[src/rtl/uart_rx.sv]
// uart_rx: 8N1 serial receiver with two-flop line synchroniser, mid-bit sampling,
// a valid/ready holding register and one-cycle framing-error / overrun pulses.
module uart_rx #(
    parameter int CLKS_PER_BIT = 5208,
    parameter int CW           = 13
) (
    input  logic       clk,
    input  logic       rst,
    input  logic       rx,
    output logic [7:0] rx_data,
    output logic       rx_valid,
    input  logic       rx_ready,
    output logic       frame_err,
    output logic       overrun,
    output logic       busy
);

    localparam logic [CW-1:0] HALF_LOAD = CW'(CLKS_PER_BIT / 2 - 1);
    localparam logic [CW-1:0] BIT_LOAD  = CW'(CLKS_PER_BIT - 1);

    typedef enum logic [2:0] {
        IDLE,
        START,
        DATA,
        STOP,
        BRK
    } state_t;

    state_t        state;
    logic [CW-1:0] count;
    logic [2:0]    bit_idx;
    logic [7:0]    shift;
    logic          rx_meta;
    logic          rx_s;

    // Every state waits for the down-counter to hit zero before acting, so the
    // start bit is checked half a bit in and every later bit at its centre.
    always_ff @(posedge clk) begin
        if (rst) begin
            state     <= IDLE;
            count     <= '0;
            bit_idx   <= '0;
            shift     <= '0;
            rx_meta   <= 1'b1;
            rx_s      <= 1'b1;
            rx_data   <= '0;
            rx_valid  <= 1'b0;
            frame_err <= 1'b0;
            overrun   <= 1'b0;
            busy      <= 1'b0;
        end else begin
            rx_meta   <= rx;
            rx_s      <= rx_meta;
            frame_err <= 1'b0;
            overrun   <= 1'b0;

            if (rx_valid && rx_ready) begin
                rx_valid <= 1'b0;
            end

            case (state)
                IDLE: begin
                    if (!rx_s) begin
                        state <= START;
                        count <= HALF_LOAD;
                        busy  <= 1'b1;
                    end
                end

                START: begin
                    if (count != '0) begin
                        count <= count - CW'(1);
                    end else if (!rx_s) begin
                        state   <= DATA;
                        count   <= BIT_LOAD;
                        bit_idx <= '0;
                    end else begin
                        state <= IDLE;
                        busy  <= 1'b0;
                    end
                end

                DATA: begin
                    if (count != '0) begin
                        count <= count - CW'(1);
                    end else begin
                        shift   <= {rx_s, shift[7:1]};
                        bit_idx <= bit_idx + 3'd1;
                        count   <= BIT_LOAD;
                        if (bit_idx == 3'd7) begin
                            state <= STOP;
                        end
                    end
                end

                STOP: begin
                    if (count != '0) begin
                        count <= count - CW'(1);
                    end else if (rx_s) begin
                        // A byte consumed in this same cycle frees the register, so no overrun.
                        rx_data  <= shift;
                        rx_valid <= 1'b1;
                        overrun  <= rx_valid && !rx_ready;
                        state    <= IDLE;
                        busy     <= 1'b0;
                    end else begin
                        frame_err <= 1'b1;
                        state     <= BRK;
                    end
                end

                BRK: begin
                    if (rx_s) begin
                        state <= IDLE;
                        busy  <= 1'b0;
                    end
                end

                default: begin
                    state <= IDLE;
                    busy  <= 1'b0;
                end
            endcase
        end
    end

endmodule

[config.mk]
export PLATFORM = sky130hd
export DESIGN_NAME = uart_rx
export DESIGN_NICKNAME = d
export VERILOG_FILES = /design/src/rtl/uart_rx.sv
export SDC_FILE = /design/constraint.sdc
export NUM_CORES = 1
export LEC_CHECK = 0
export ABC_AREA = 1
export BUFFER_PORTS_ARGS = -buffer_cell sky130_fd_sc_hd__buf_2
export CAP_MARGIN = 20
export CORE_MARGIN = 10
export CORE_UTILIZATION = 59
export DETAILED_ROUTE_END_ITERATION = 7
export PLACE_DENSITY = 0.79
export SETUP_SLACK_MARGIN = 0.15
export SLEW_MARGIN = 5
export SYNTH_ARGS = -nofsm -noshare
export SYNTH_HDL_FRONTEND = slang
export SYNTH_SLANG_ARGS = --single-unit
[constraint.sdc]
create_clock -name clk -period 2.1 [get_ports clk]
set_input_delay 0.42 -clock clk [delete_from_list [all_inputs] [get_ports clk]]
set_output_delay 0.42 -clock clk [all_outputs]
set_load 0.01 [all_outputs]
Word level (Yosys, flattened, before mapping)
Cells that the tools add are included.
{"block": "word_totals", "inputBits": 4, "regBits": 41, "elab_cells": 76, "out_inout_bits": 12}
{"block": "classes", "n_eq_ne": 15, "n_bitwise": 4, "reduce_logical": 16, "n_mux": 28, "add_sub_neg": 2}
{"cell": "$mux 13", "count": 5}
{"cell": "$pmux 13 s4", "count": 1}
{"cell": "$mux 3", "count": 10}
{"cell": "$ne 2x2->1 const B", "count": 9}
{"cell": "$pmux 3 s5", "count": 1}
{"cell": "$reduce_bool 13->1", "count": 1}
{"cell": "$sub 13x1->13 const B", "count": 1}
{"cell": "$mux 1", "count": 8}
{"cell": "$reduce_and 4->1", "count": 2}
{"cell": "$eq 3x2->1 const B", "count": 2}
{"cell": "$eq 3x3->1 const B", "count": 2}
{"cell": "$pmux 3 s2", "count": 1}
{"cell": "$reduce_and 3->1", "count": 2}
{"cell": "$reduce_and 6->1", "count": 1}
{"cell": "$not 1->1", "count": 4}
{"cell": "$pmux 1 s4", "count": 1}
{"cell": "$reduce_bool 4->1", "count": 1}
{"cell": "$reduce_or 4->1", "count": 1}
{"cell": "$add 3x1->3 const B", "count": 1}
{"cell": "$eq 3x1->1 const B", "count": 1}
{"cell": "$logic_not 3->1", "count": 1}
{"cell": "$ne 3x3->1 const B", "count": 1}
{"cell": "$reduce_or 3->1", "count": 1}
{"cell": "$logic_and 1x1->1", "count": 2}
{"cell": "5 further kinds", "count": 5}

Depth between registers and ports, before layout
{"block": "logic_depth", "ltp_word": 5, "depth_mapped": 10, "depth_no_buf": 10}

Worst setup path before layout
OpenSTA, ideal clock, no wires.
{"block": "synth_timing", "kind": "register to register", "start": "register count[0]", "end": "register rx_data[0]", "synth_period_minus_slack_ns": 1.564, "stages_incl_launch_ff": 10, "required_time_ns": 1.984, "path_buffers": 0, "setup_slack_ns": 0.536, "setup_ns": 0.116, "t_arrival_ns": 1.448, "cell_sequence": "dfxtp_1 inv_1 ha_1 nand2_1 nor2_8 nand2_4 nor3_4 inv_4 nor2_1 nor2_1"}
{"block": "synth_between", "elab_chain_cells": 3}
{"item": "start: declaration", "line": "30", "source": "logic [CW-1:0] count;"}
{"item": "start signal: assignment", "line": "72", "source": "count <= count - CW'(1);"}
{"item": "start signal: assignment", "line": "85", "source": "count <= count - CW'(1);"}
{"item": "start signal: assignment", "line": "98", "source": "count <= count - CW'(1);"}
{"item": "$reduce_bool 13->1", "line": "97", "source": "if (count != '0) begin"}
{"item": "$not 1->1 (no source line)"}
{"item": "$reduce_and 3->1 (no source line)"}
{"item": "end signal: assignment", "line": "101", "source": "rx_data <= shift;"}
{"item": "end: declaration", "line": "10", "source": "output logic [7:0] rx_data,"}
Every way passes these cells.
A chain may end at the register's enable or synchronous reset.

Final worst setup path
Ends and elaborated chain as after synthesis.

==> flow_summary.yaml <==
floorplan:
  io_pins: 16
  core_um2: 3340
  fp-row-count: 21
  die_area_um2: 6190
  die_h_um: 78.7
  start_util_pct: 60.9
  die_w_um: 78.7
critical_path:
  critPathCaptureType: "flop"
  worstPathRequired_ns: 2.36
  worstPathArrival_ns: 2.03
  reg2reg_from: "count[0]$_SDFFE_PP0P_"
  r2r_cells: 9
  worstPathCellList: "inv_1 -> ha_1 -> nand2_1 -> nor2_8 -> nand2_4 -> nor3_4 -> inv_4 -> nor2_1 -> nor2_1"
  startpoint_type: "flop"
  timing.rr.end: "rx_data[0]$_SDFFE_PP0P_"
  worst-path-buf-inv: 2
  cp_max_fo: 10
  worstSetupPathType: "flop to flop"
  cpMaxStageDelayCell: "dfxtp_1"
  cp_slowest_stage_delay_ns: 0.33
  crit_family: "simple AND/OR/NAND/NOR gates"
  cp_common_cell: "nor2_1"
  rrSetupSlack_ns: 0.33
sta:
  setup_tns_ns: 0
  postLayoutSetupSlackWorst_ns: 0.327
  slew_headroom_pct: 73.5
  maxSlewViolCount: 0
  period_needed_ns: 1.77
  fmax_mhz: 564
  setup_viol: 0
  rsz0062_at_grt: "no"
  skew_ns: 0.00298
  hold_viol: 0
  layout_worst_path_cycle_share_pct: 84.4
  tightest_slew_ns: 0.396
global_routing:
  grt.overflow.total: 0
  antenna_found_initial: 0
  use_met2_pct: 23.2
  grt_max_degree: 30
  busiest_layer: "met2"
  grt.met3_usage_pct: 3.99
  grt_pass1_wl_um: 7690
  use_met1_pct: 18.9
  grt_usage_pct: 15.1
  grt_pass1_vias: 1770
logic_synthesis:
  ys_types: 29
  synthSimpleGateAreaFrac_pct: 37.3
  synth_edf_count: 0
  async_flop_share_pct: 0
  synth_nets: 298
  syn_inst: 290
  syn_area_per_cell_um2: 7.00
  synth_xor_area_share_pct: 0.863
  mappedNetlistArea_um2: 2030
  synth_top_area_share_pct: 40.4
  synth.ff_latch_count: 41
  synth.area.mux_share_pct: 0
  synthAdderAreaFrac_pct: 2.46
  synth_area_leaders: "dfxtp_1 (40%), nor2_1 (12%), nand2_1 (10%)"
  synth-warning-count: 0
  synth_compound_area_share_pct: 12.3
  synth_top_family_by_area: "simple AND/OR/NAND/NOR gates"
  synth_ff_type: "dfxtp_1"
  seq_area_frac_synth_pct: 40.4
  synth_top_area_cell: "dfxtp_1"
clock_tree:
  cts-root-buf: "clkbuf_4"
  cts_post_setup_buffers_inserted: 0
  clockBufferDepth: 2
  clk_latency_ns: 0.35
  htreeDepth: 2
  cts_num_sinks: 41
  cts_buffers: 5
  cts-hold-fix-buffers: 0
  cts_tree: "built"
  path_clk_slew_ns: 0.12
  cts_resized: 0
final_layout:
  syn2layout_area_growth_pct: 9.67
  nets: 316
  fin_area_um2: 2230
  antennaDiodeCount: 0
  finish.utilization_pct: 66.7
  final_layout_size_suffix_gt1_share_pct: 13.6
place:
  routabilityCongestion: 0.867
  hpwl_um: 3180
  place_area_um2: 2150
  portBuffers: 15
  pre_cts_ws_ns: 0.335
power:
  cellPowerDensity_nw_per_um2: 1460
  ir_drop_v: 0.000706
  switchingPower_w: 0.00150
  p_sw_share_pct: 46.1
  seqPwrFrac_pct: 33.5
  p_clk_share_pct: 15.8
  totalPowerFinal_w: 0.00325
  p_int_w: 0.00175
  p_leak_nw: 1.13
  combPwrFrac_pct: 50.7
job:
  max_cap_violations: 0
route:
  routed_wl_um: 4200
  wire_per_inst_um: 11.8
  drtIter0Drc: 136
  firstDrtPassIters: 4
  via_count: 1831
  ant_nets: 0
  drc_errors: 0
  vias_per_cell: 5.16
min_path:
  hold_end: "rx_meta$_SDFF_PP1_"
  hold_class: "input pin to flop"
  min_from: "rx"
  holdPathStages: 2
status:
  status: "completed"
cell usage after synthesis, types with 3 or more instances:
library cell / number
nor2_1: 64
nand2_1: 56
dfxtp_1: 41
inv_1: 26
o21ai_0: 26
a21oi_1: 17
nand3_1: 17
ha_1: 4
nand3b_1: 4
o21ai_1: 4
nor3_1: 3
or2_2: 3
cell families after synthesis:
logic type               after synthesis
AND/OR/NAND/NOR                      160
AO/OA/AOI/OAI                         49
flip-flops                            41
buffers and inverters                 34
adder cells (fa/ha/maj)                4
XOR/XNOR                               2
how the worst max path moves through the flow:
stage | end | from | slack (ns) | cells past startpoint
2_1_floorplan | rx_data[0]$_SDFFE_PP0P_ | count[0]$_SDFFE_PP0P_ | 0.54 | 9
3_3_place_gp | rx_data[5]$_SDFFE_PP0P_ | count[0]$_SDFFE_PP0P_ | 0.36 | 9
3_5_place_dp | rx_data[4]$_SDFFE_PP0P_ | count[0]$_SDFFE_PP0P_ | 0.33 | 9
4_1_cts | rx_data[0]$_SDFFE_PP0P_ | count[0]$_SDFFE_PP0P_ | 0.32 | 9
5_1_grt | rx_data[0]$_SDFFE_PP0P_ | count[0]$_SDFFE_PP0P_ | 0.16 | 9
6_report | rx_data[0]$_SDFFE_PP0P_ | count[0]$_SDFFE_PP0P_ | 0.33 | 9
power by group through the flow:
stage	Combinational (W)	Clock (W)	Sequential, W
after global routing	0.00190	0.000552	0.00111
final	0.00165	0.000512	0.00109
after global placement	0.00161	0	0.00110
after floorplan	0.00137	0	0.00107
after detailed placement	0.00165	0	0.00110
after CTS	0.00165	0.000528	0.00109
sequential cells by signal, indices dropped and copies added, names as in the netlist:
| register | flops |
|---|---|
| rx_valid | 1 |
| rx_meta | 1 |
| frame_err | 1 |
| bit_idx | 3 |
| state | 3 |
| overrun | 1 |
| count | 13 |
| rx_s | 1 |
| rx_data | 8 |
| busy | 1 |
| shift | 8 |
metrics by stage:
| step | std cells | hold WS, ns |
|---|---|---|
| final | 355 | 0.241 |
| after detailed placement | 347 | 0.397 |
| after floorplan | 290 | 0.389 |
| after global routing | 355 | 0.221 |
| after CTS | 355 | 0.229 |
| after global placement | 347 | 0.394 |
layer usage:
metal | up-vias | wire length [um]
li1 | 963 | -
met1 | 813 | 2020
met2 | 46 | 1880
met3 | 9 | 229
met4 | 0 | 80
met5 | - | 0
area by class of cell:
type,count,area (um2)
Clock inverter,2,38.8
Multi-Input combinational cell,215,1070
Clock buffer,6,41.3
Inverter,29,111
Timing Repair Buffer,16,82.6
Tap cell,46,57.6
Sequential cell,41,821
Fill cell,314,1110
layout by cell type (no fill, tap or decap), types with 2 or more instances in the layout:
| master | n |
|---|---|
| nor2_8 | 2 |
| dfxtp_1 | 41 |
| o21ai_0 | 26 |
| buf_2 | 15 |
| inv_1 | 26 |
| ha_1 | 4 |
| o21ai_1 | 4 |
| clkbuf_4 | 5 |
| nand2_2 | 2 |
| xor2_1 | 2 |
| a21oi_1 | 17 |
| nor2_2 | 2 |
| nand2_4 | 2 |
| inv_2 | 2 |
| or2_2 | 3 |
| nor3_1 | 3 |
| nor2_1 | 64 |
| nand3_4 | 2 |
| nand2_1 | 56 |
| nand3b_1 | 4 |
| nand3_1 | 17 |
Power figures use the tool's default switching activity.
